<file path="src/rtl/rv32i_types.sv">
// rv32i_types: shared predictor types, PHT counter constants and the saturating-counter helper.
package rv32i_types;
  localparam int PHT_IDX_MAX = 16;
  typedef logic [1:0] pht_ctr_t;
  localparam pht_ctr_t PHT_CTR_INIT = 2'b01;
  typedef enum logic [1:0] {INIT, RUN, UPD_WR} pht_ctrl_state_t;
  // idx is sized for the widest table; controllers slice off the bits they use
  typedef struct packed {
    logic [PHT_IDX_MAX-1:0] idx;
    logic                   taken;
  } pht_upd_t;
  function automatic pht_ctr_t sat(input pht_ctr_t c, input logic taken);
    return taken ? ((c == 2'b11) ? c : c + 2'd1) : ((c == 2'b00) ? c : c - 2'd1);
  endfunction
endpackage

</file>
<file path="src/rtl/pht_port_ctrl_upd_fifo.sv">
// pht_upd_fifo: synchronous FIFO of retired branch updates, no same-cycle bypass.
module pht_upd_fifo
  import rv32i_types::*;
#(
  parameter int DEPTH = 4
) (
  input  logic     clk,
  input  logic     rst,
  input  logic     push_i,
  input  pht_upd_t din_i,
  input  logic     pop_i,
  output pht_upd_t dout_o,
  output logic     full_o,
  output logic     empty_o
);
  localparam int AW = $clog2(DEPTH);
  logic [AW:0] wr_q, rd_q;
  pht_upd_t    mem_q [DEPTH];
  // extra pointer bit distinguishes full from empty when the index bits match
  assign full_o  = (wr_q[AW] != rd_q[AW]) && (wr_q[AW-1:0] == rd_q[AW-1:0]);
  assign empty_o = wr_q == rd_q;
  assign dout_o  = mem_q[rd_q[AW-1:0]];
  always_ff @(posedge clk) begin
    if (rst) begin
      wr_q <= '0;
      rd_q <= '0;
    end else begin
      if (push_i && !full_o) begin
        mem_q[wr_q[AW-1:0]] <= din_i;
        wr_q                <= wr_q + 1'b1;
      end
      if (pop_i && !empty_o) rd_q <= rd_q + 1'b1;
    end
  end
endmodule

</file>
<file path="src/rtl/pht_port_ctrl.sv">
// pht_port_ctrl: single-port PHT sequencer (init sweep, lookups, buffered RMW updates).
// Optional perf counters enabled by defining PHT_CTRL_PERF_EN.
module pht_port_ctrl
  import rv32i_types::*;
#(
  parameter int IDX_W     = 4,
  parameter int UPD_DEPTH = 4
) (
  input  logic             clk,
  input  logic             rst,
  input  logic             lookup_valid,
  input  logic [IDX_W-1:0] lookup_idx,
  output logic             lookup_ready,
  output logic             pred_valid,
  output logic             pred_taken,
  input  logic             upd_valid,
  input  logic [IDX_W-1:0] upd_idx,
  input  logic             upd_taken,
  output logic             upd_ready,
  output logic             init_done,
`ifdef PHT_CTRL_PERF_EN
  output logic [31:0]      perf_lookup_stall,
  output logic [31:0]      perf_upd_full,
`endif
  output logic             pht_csb,
  output logic             pht_web,
  output logic [IDX_W-1:0] pht_addr,
  output logic [1:0]       pht_din,
  input  logic [1:0]       pht_dout
);
  pht_ctrl_state_t  state_q, state_d;
  logic [IDX_W-1:0] sweep_q, wr_idx_q;
  logic             wr_taken_q, init_done_q, pred_valid_q;
  logic             full, empty, run, upd_rd, fetch, push, unused_head;
  pht_upd_t         head, push_data;
  assign push_data   = '{idx: PHT_IDX_MAX'(upd_idx), taken: upd_taken};
  assign unused_head = ^head.idx;
  pht_upd_fifo #(.DEPTH(UPD_DEPTH)) u_fifo (
    .clk    (clk),
    .rst    (rst),
    .push_i (push),
    .din_i  (push_data),
    .pop_i  (upd_rd),
    .dout_o (head),
    .full_o (full),
    .empty_o(empty)
  );
  // every output is forced to its reset value while rst is held
  always_comb begin
    run          = (state_q == RUN) && !rst;
    upd_rd       = run && !empty && (full || !lookup_valid);
    fetch        = run && !full && lookup_valid;
    upd_ready    = rst || !full;
    push         = upd_valid && !full && !rst;
    lookup_ready = run && !full;
    state_d      = (state_q == INIT) ? (&sweep_q ? RUN : INIT) : (upd_rd ? UPD_WR : RUN);
    pht_csb      = rst || (run && !upd_rd && !lookup_valid);
    pht_web      = rst || (state_q == RUN);
    pht_addr     = rst ? '0 : (state_q == INIT) ? sweep_q : (state_q == UPD_WR) ? wr_idx_q :
                   upd_rd ? head.idx[IDX_W-1:0] : lookup_idx;
    pht_din      = (rst || state_q == RUN) ? 2'b00 : (state_q == INIT) ? PHT_CTR_INIT :
                   sat(pht_dout, wr_taken_q);
    pred_valid   = pred_valid_q && !rst;
    pred_taken   = pred_valid && pht_dout[1];
    init_done    = init_done_q && !rst;
  end
  always_ff @(posedge clk) begin
    if (rst) begin
      state_q      <= INIT;
      sweep_q      <= '0;
      init_done_q  <= 1'b0;
      pred_valid_q <= 1'b0;
      wr_idx_q     <= '0;
      wr_taken_q   <= 1'b0;
    end else begin
      state_q      <= state_d;
      sweep_q      <= sweep_q + IDX_W'(state_q == INIT);
      init_done_q  <= init_done_q || (state_q == INIT && &sweep_q);
      pred_valid_q <= fetch;
      if (upd_rd) begin
        wr_idx_q   <= head.idx[IDX_W-1:0];
        wr_taken_q <= head.taken;
      end
    end
  end
`ifdef PHT_CTRL_PERF_EN
  logic [31:0] stall_q, upd_full_q;
  always_ff @(posedge clk) begin
    if (rst) begin
      stall_q    <= '0;
      upd_full_q <= '0;
    end else begin
      stall_q    <= stall_q + 32'(lookup_valid && !lookup_ready && !(&stall_q));
      upd_full_q <= upd_full_q + 32'(upd_valid && !upd_ready && !(&upd_full_q));
    end
  end
  assign perf_lookup_stall = stall_q;
  assign perf_upd_full     = upd_full_q;
`endif
endmodule

</file>
<file path="config.mk">
export PLATFORM = sky130hd
export DESIGN_NAME = pht_port_ctrl
export DESIGN_NICKNAME = d
export VERILOG_FILES = /design/src/rtl/rv32i_types.sv /design/src/rtl/pht_port_ctrl_upd_fifo.sv /design/src/rtl/pht_port_ctrl.sv
export SDC_FILE = /design/constraint.sdc
export NUM_CORES = 1
export LEC_CHECK = 0
export CORE_MARGIN = 2
export CORE_UTILIZATION = 53
export DETAILED_ROUTE_END_ITERATION = 10
export PLACE_DENSITY = 0.78
export SLEW_MARGIN = 10
export SYNTH_ARGS = -nofsm -noshare
export SYNTH_HDL_FRONTEND = slang
export SYNTH_SLANG_ARGS = --single-unit
export TNS_END_PERCENT = 20
</file>
<file path="constraint.sdc">
create_clock -name clk -period 2.29 [get_ports clk]
set_input_delay 0.458 -clock clk [delete_from_list [all_inputs] [get_ports clk]]
set_output_delay 0.458 -clock clk [all_outputs]
set_load 0.03 [all_outputs]
</file>
==> results.toml <==
[global_route]
grt_overflow_total = 0
grt_use_met3_pct = 5.00
grt_pass1_vias = 1543
use_met2_pct = 42.8
grt_pass1_wl_um = 6890
top_usage_layer = "met2"
antenna_found_initial = 0
use_met1_pct = 24.3
grt_usage_pct = 22.1
grt_max_degree = 31

[sta]
report.final.slew_viol_count = 0
post-route-period-util_pct = 104
grt_setup_unrepaired = "true"
final_hold_viol_count = 0
tightest_slew_ns = 0.497
setup_slack_ns = -0.0904
setup_viol = 5
skew_ns = 0.0128
fmax_mhz = 420
min_period_ns = 2.38
timing.slew.headroom_pct = 66.6

[cts]
path_clk_slew_ns = 0.13
cts_buffer_depth = 2
cts_tree = "done"
cts_buffers = 5
clock_latency_ns = 0.35
cts_sinks = 41
clockRootBuffer = "clkbuf_4"
htree_levels = 2
postCtsHoldBufs = 0

[routing]
antenna_left = 0
drtIter0Drc = 100
vias = 1463
drc = 0
dr.pass1.iters = 4
wl_um = 4150
routed_via_density = 5.56
detail_route.wl_per_cell_um = 15.8

[setup_path]
crit_fanout = 3
start_kind = "flop"
critical_path.cell_chain = "buf_4, mux4_2, o211ai_1, o211ai_1, buf_4"
worstSetupEndpointType = "output port"
cpPeakStageDelay_ns = 0.53
critPathArrivalTime_ns = 1.92
worstSetupPathType = "flop to output port"
path_buf_inv = 2
required_ns = 1.83
crit_family = "multiplexers"
slowest_stage = "mux4_2"

[synthesis]
yosys.area_share.simple_pct = 16.3
synth_flop_cell = "dfxtp_1"
synthMuxAreaShare_pct = 7.64
async_flop_share_pct = 0
synth_cell_types = 39
ys_seq_area_share_pct = 54.2
synth_cells = 156
netlist.area_leader.share_pct = 31.9
yosys.area_share.adder_pct = 5.71
synth_top_cell_by_area = "edfxtp_1"
yosysWarnings = 0
synth_xor_area_share_pct = 3.25
ys_top_cells_by_area = "edfxtp_1, dfxtp_1, mux4_2"
synthesis.area_um2 = 1880
syn_area_per_cell_um2 = 12.1
synth_enable_flop_cells = 20
synth_top_family_by_area = "simple AND/OR/NAND/NOR gates"
synth_seq_cells = 41
synth-compound-area-share_pct = 10.5
syn_nets = 178

[placed_design]
postPlaceCellArea_um2 = 2400
dp_hpwl_um = 2990
io_buffers = 27
gp_congestion = 0.836

[floorplanning]
core_um2 = 3360
core.rowCount = 21
dieWidth_um = 63.6
io_pins = 28
fp.dieArea_um2 = 4050
dieHeight_um = 63.6
start_util_pct = 56.0

[power]
vdd_drop_max_mv = 0.456
p_comb_share_pct = 11.6
p_sw_uw = 344
sequentialPowerShare_pct = 55.3
power.leakage_uw = 0.000988
powerDensity_nw_per_um2 = 560
p_clk_share_pct = 33.1
internal_power_uw = 1100
p_sw_share_pct = 23.8

[layout]
fin_nets = 238
diodes = 0
final_layout_size_suffix_gt1_share_pct = 32.7
area.growth.synth_to_final_pct = 37.1
final_util_pct = 76.8
final_area_um2 = 2580

[min_path]
hp-class = "flop to flop"

[status]
violations = "negative setup slack"
status = "complete, but fails checks"

[flow_run]
drv_cap = 0
==> power groups by stage <==
| stage | Clock [uW] | Sequential, uW | Combinational, uW |
|---|---|---|---|
| 2_1_floorplan | 0 | 813 | 74.9 |
| 3_3_place_gp | 0 | 813 | 149 |
| 3_5_place_dp | 0 | 814 | 155 |
| 4_1_cts | 483 | 800 | 158 |
| 5_1_grt | 515 | 803 | 183 |
| 6_report | 480 | 800 | 167 |
==> cell usage after synthesis, types with 3 or more instances <==
master / instances
a21oi_1: 9
and2_1: 5
clkbuf_1: 4
dfxtp_1: 21
edfxtp_1: 20
ha_1: 7
inv_1: 5
mux4_2: 5
nand2_1: 3
nand2b_1: 6
nand3_1: 9
nor2_1: 10
nor2b_1: 6
o211ai_1: 13
xnor2_1: 3
xor2_1: 4
==> worst min-delay path, stage by stage (launching register included) <==
cell and delay, ns:
dfxtp_1 0.33, nand3_1 0.06, a21oi_1 0.06
==> path summary, 6_finish.rpt <==
kind                  startpoint                  to  slack [ns]  depth (start not counted)
setup / recovery            flop         pht_addr[0]       -0.09                          5
hold reg to reg      wr_idx_q[0]         wr_idx_q[0]        0.48                          2
hold / removal       wr_idx_q[0]         wr_idx_q[0]        0.48                          2
setup reg to reg  u_fifo.rd_q[1]  u_fifo.mem_q[0][1]        0.22                          7
==> final cells by class <==
type / instances / area (um2)
Clock inverter: 3 / 46.3
Tap cell: 46 / 57.6
Sequential cell: 41 / 1030
Inverter: 5 / 18.8
Fill cell: 237 / 781
Clock buffer: 5 / 37.5
Timing Repair Buffer: 59 / 497
Multi-Input combinational cell: 104 / 893
==> layout by cell type (no fill, tap or decap), types with 5 or more instances in the layout <==
cell,n
and2_1,5
a21oi_1,9
clkbuf_4,5
dfxtp_1,16
nor2b_1,6
buf_6,5
ha_1,7
edfxtp_1,20
mux4_2,5
clkdlybuf4s50_1,13
o211ai_1,13
buf_4,39
nor2_1,10
nand2b_1,6
inv_1,5
nand3_1,8
==> layer usage <==
| metal | share of wire (%) | wire (um) |
|---|---|---|
| met5 | 0 | 0 |
| met4 | 2.2 | 93 |
| met3 | 3.4 | 140 |
| met2 | 55 | 2280 |
| met1 | 39 | 1630 |
==> what timing repair did <==
action / 4_1_cts / 5_1_grt
endpoints found under the setup margin: 6 / 7
buffers inserted: 1 / 2
gates resized for setup: 36 / 10
pin swaps: 5 / 5
==> stage by stage <==
stage / hold WS (ns) / power, uW / std cells / worst slack, ns / TNS, ns
5_1_grt: 0.517 / 1500 / 263 / -0.214 / -0.834
3_3_place_gp: 0.442 / 962 / 252 / -0.706 / -3.13
3_5_place_dp: 0.462 / 969 / 252 / -0.753 / -3.36
6_report: 0.480 / 1450 / 263 / -0.0904 / -0.321
4_1_cts: 0.480 / 1440 / 261 / -0.104 / -0.371
2_1_floorplan: 0.432 / 888 / 156 / 0.0440 / 0
==> kinds of logic after synthesis <==
logic type / Yosys count
simple gates: 51
flops: 41
compound gates: 29
buf+inv: 11
fa+ha+maj: 9
mux: 8
xor+xnor: 7
==> flip-flops by register name (all words and copies together) (netlist names), named ones only <==
register / flops
sweep_q: 4
u_fifo.wr_q: 3
u_fifo.rd_q: 3
pred_valid_q: 1
init_done_q: 1
u_fifo.mem_q: 20
wr_taken_q: 1
wr_idx_q: 4
state_q: 2
(Power assumes the default switching activity.)
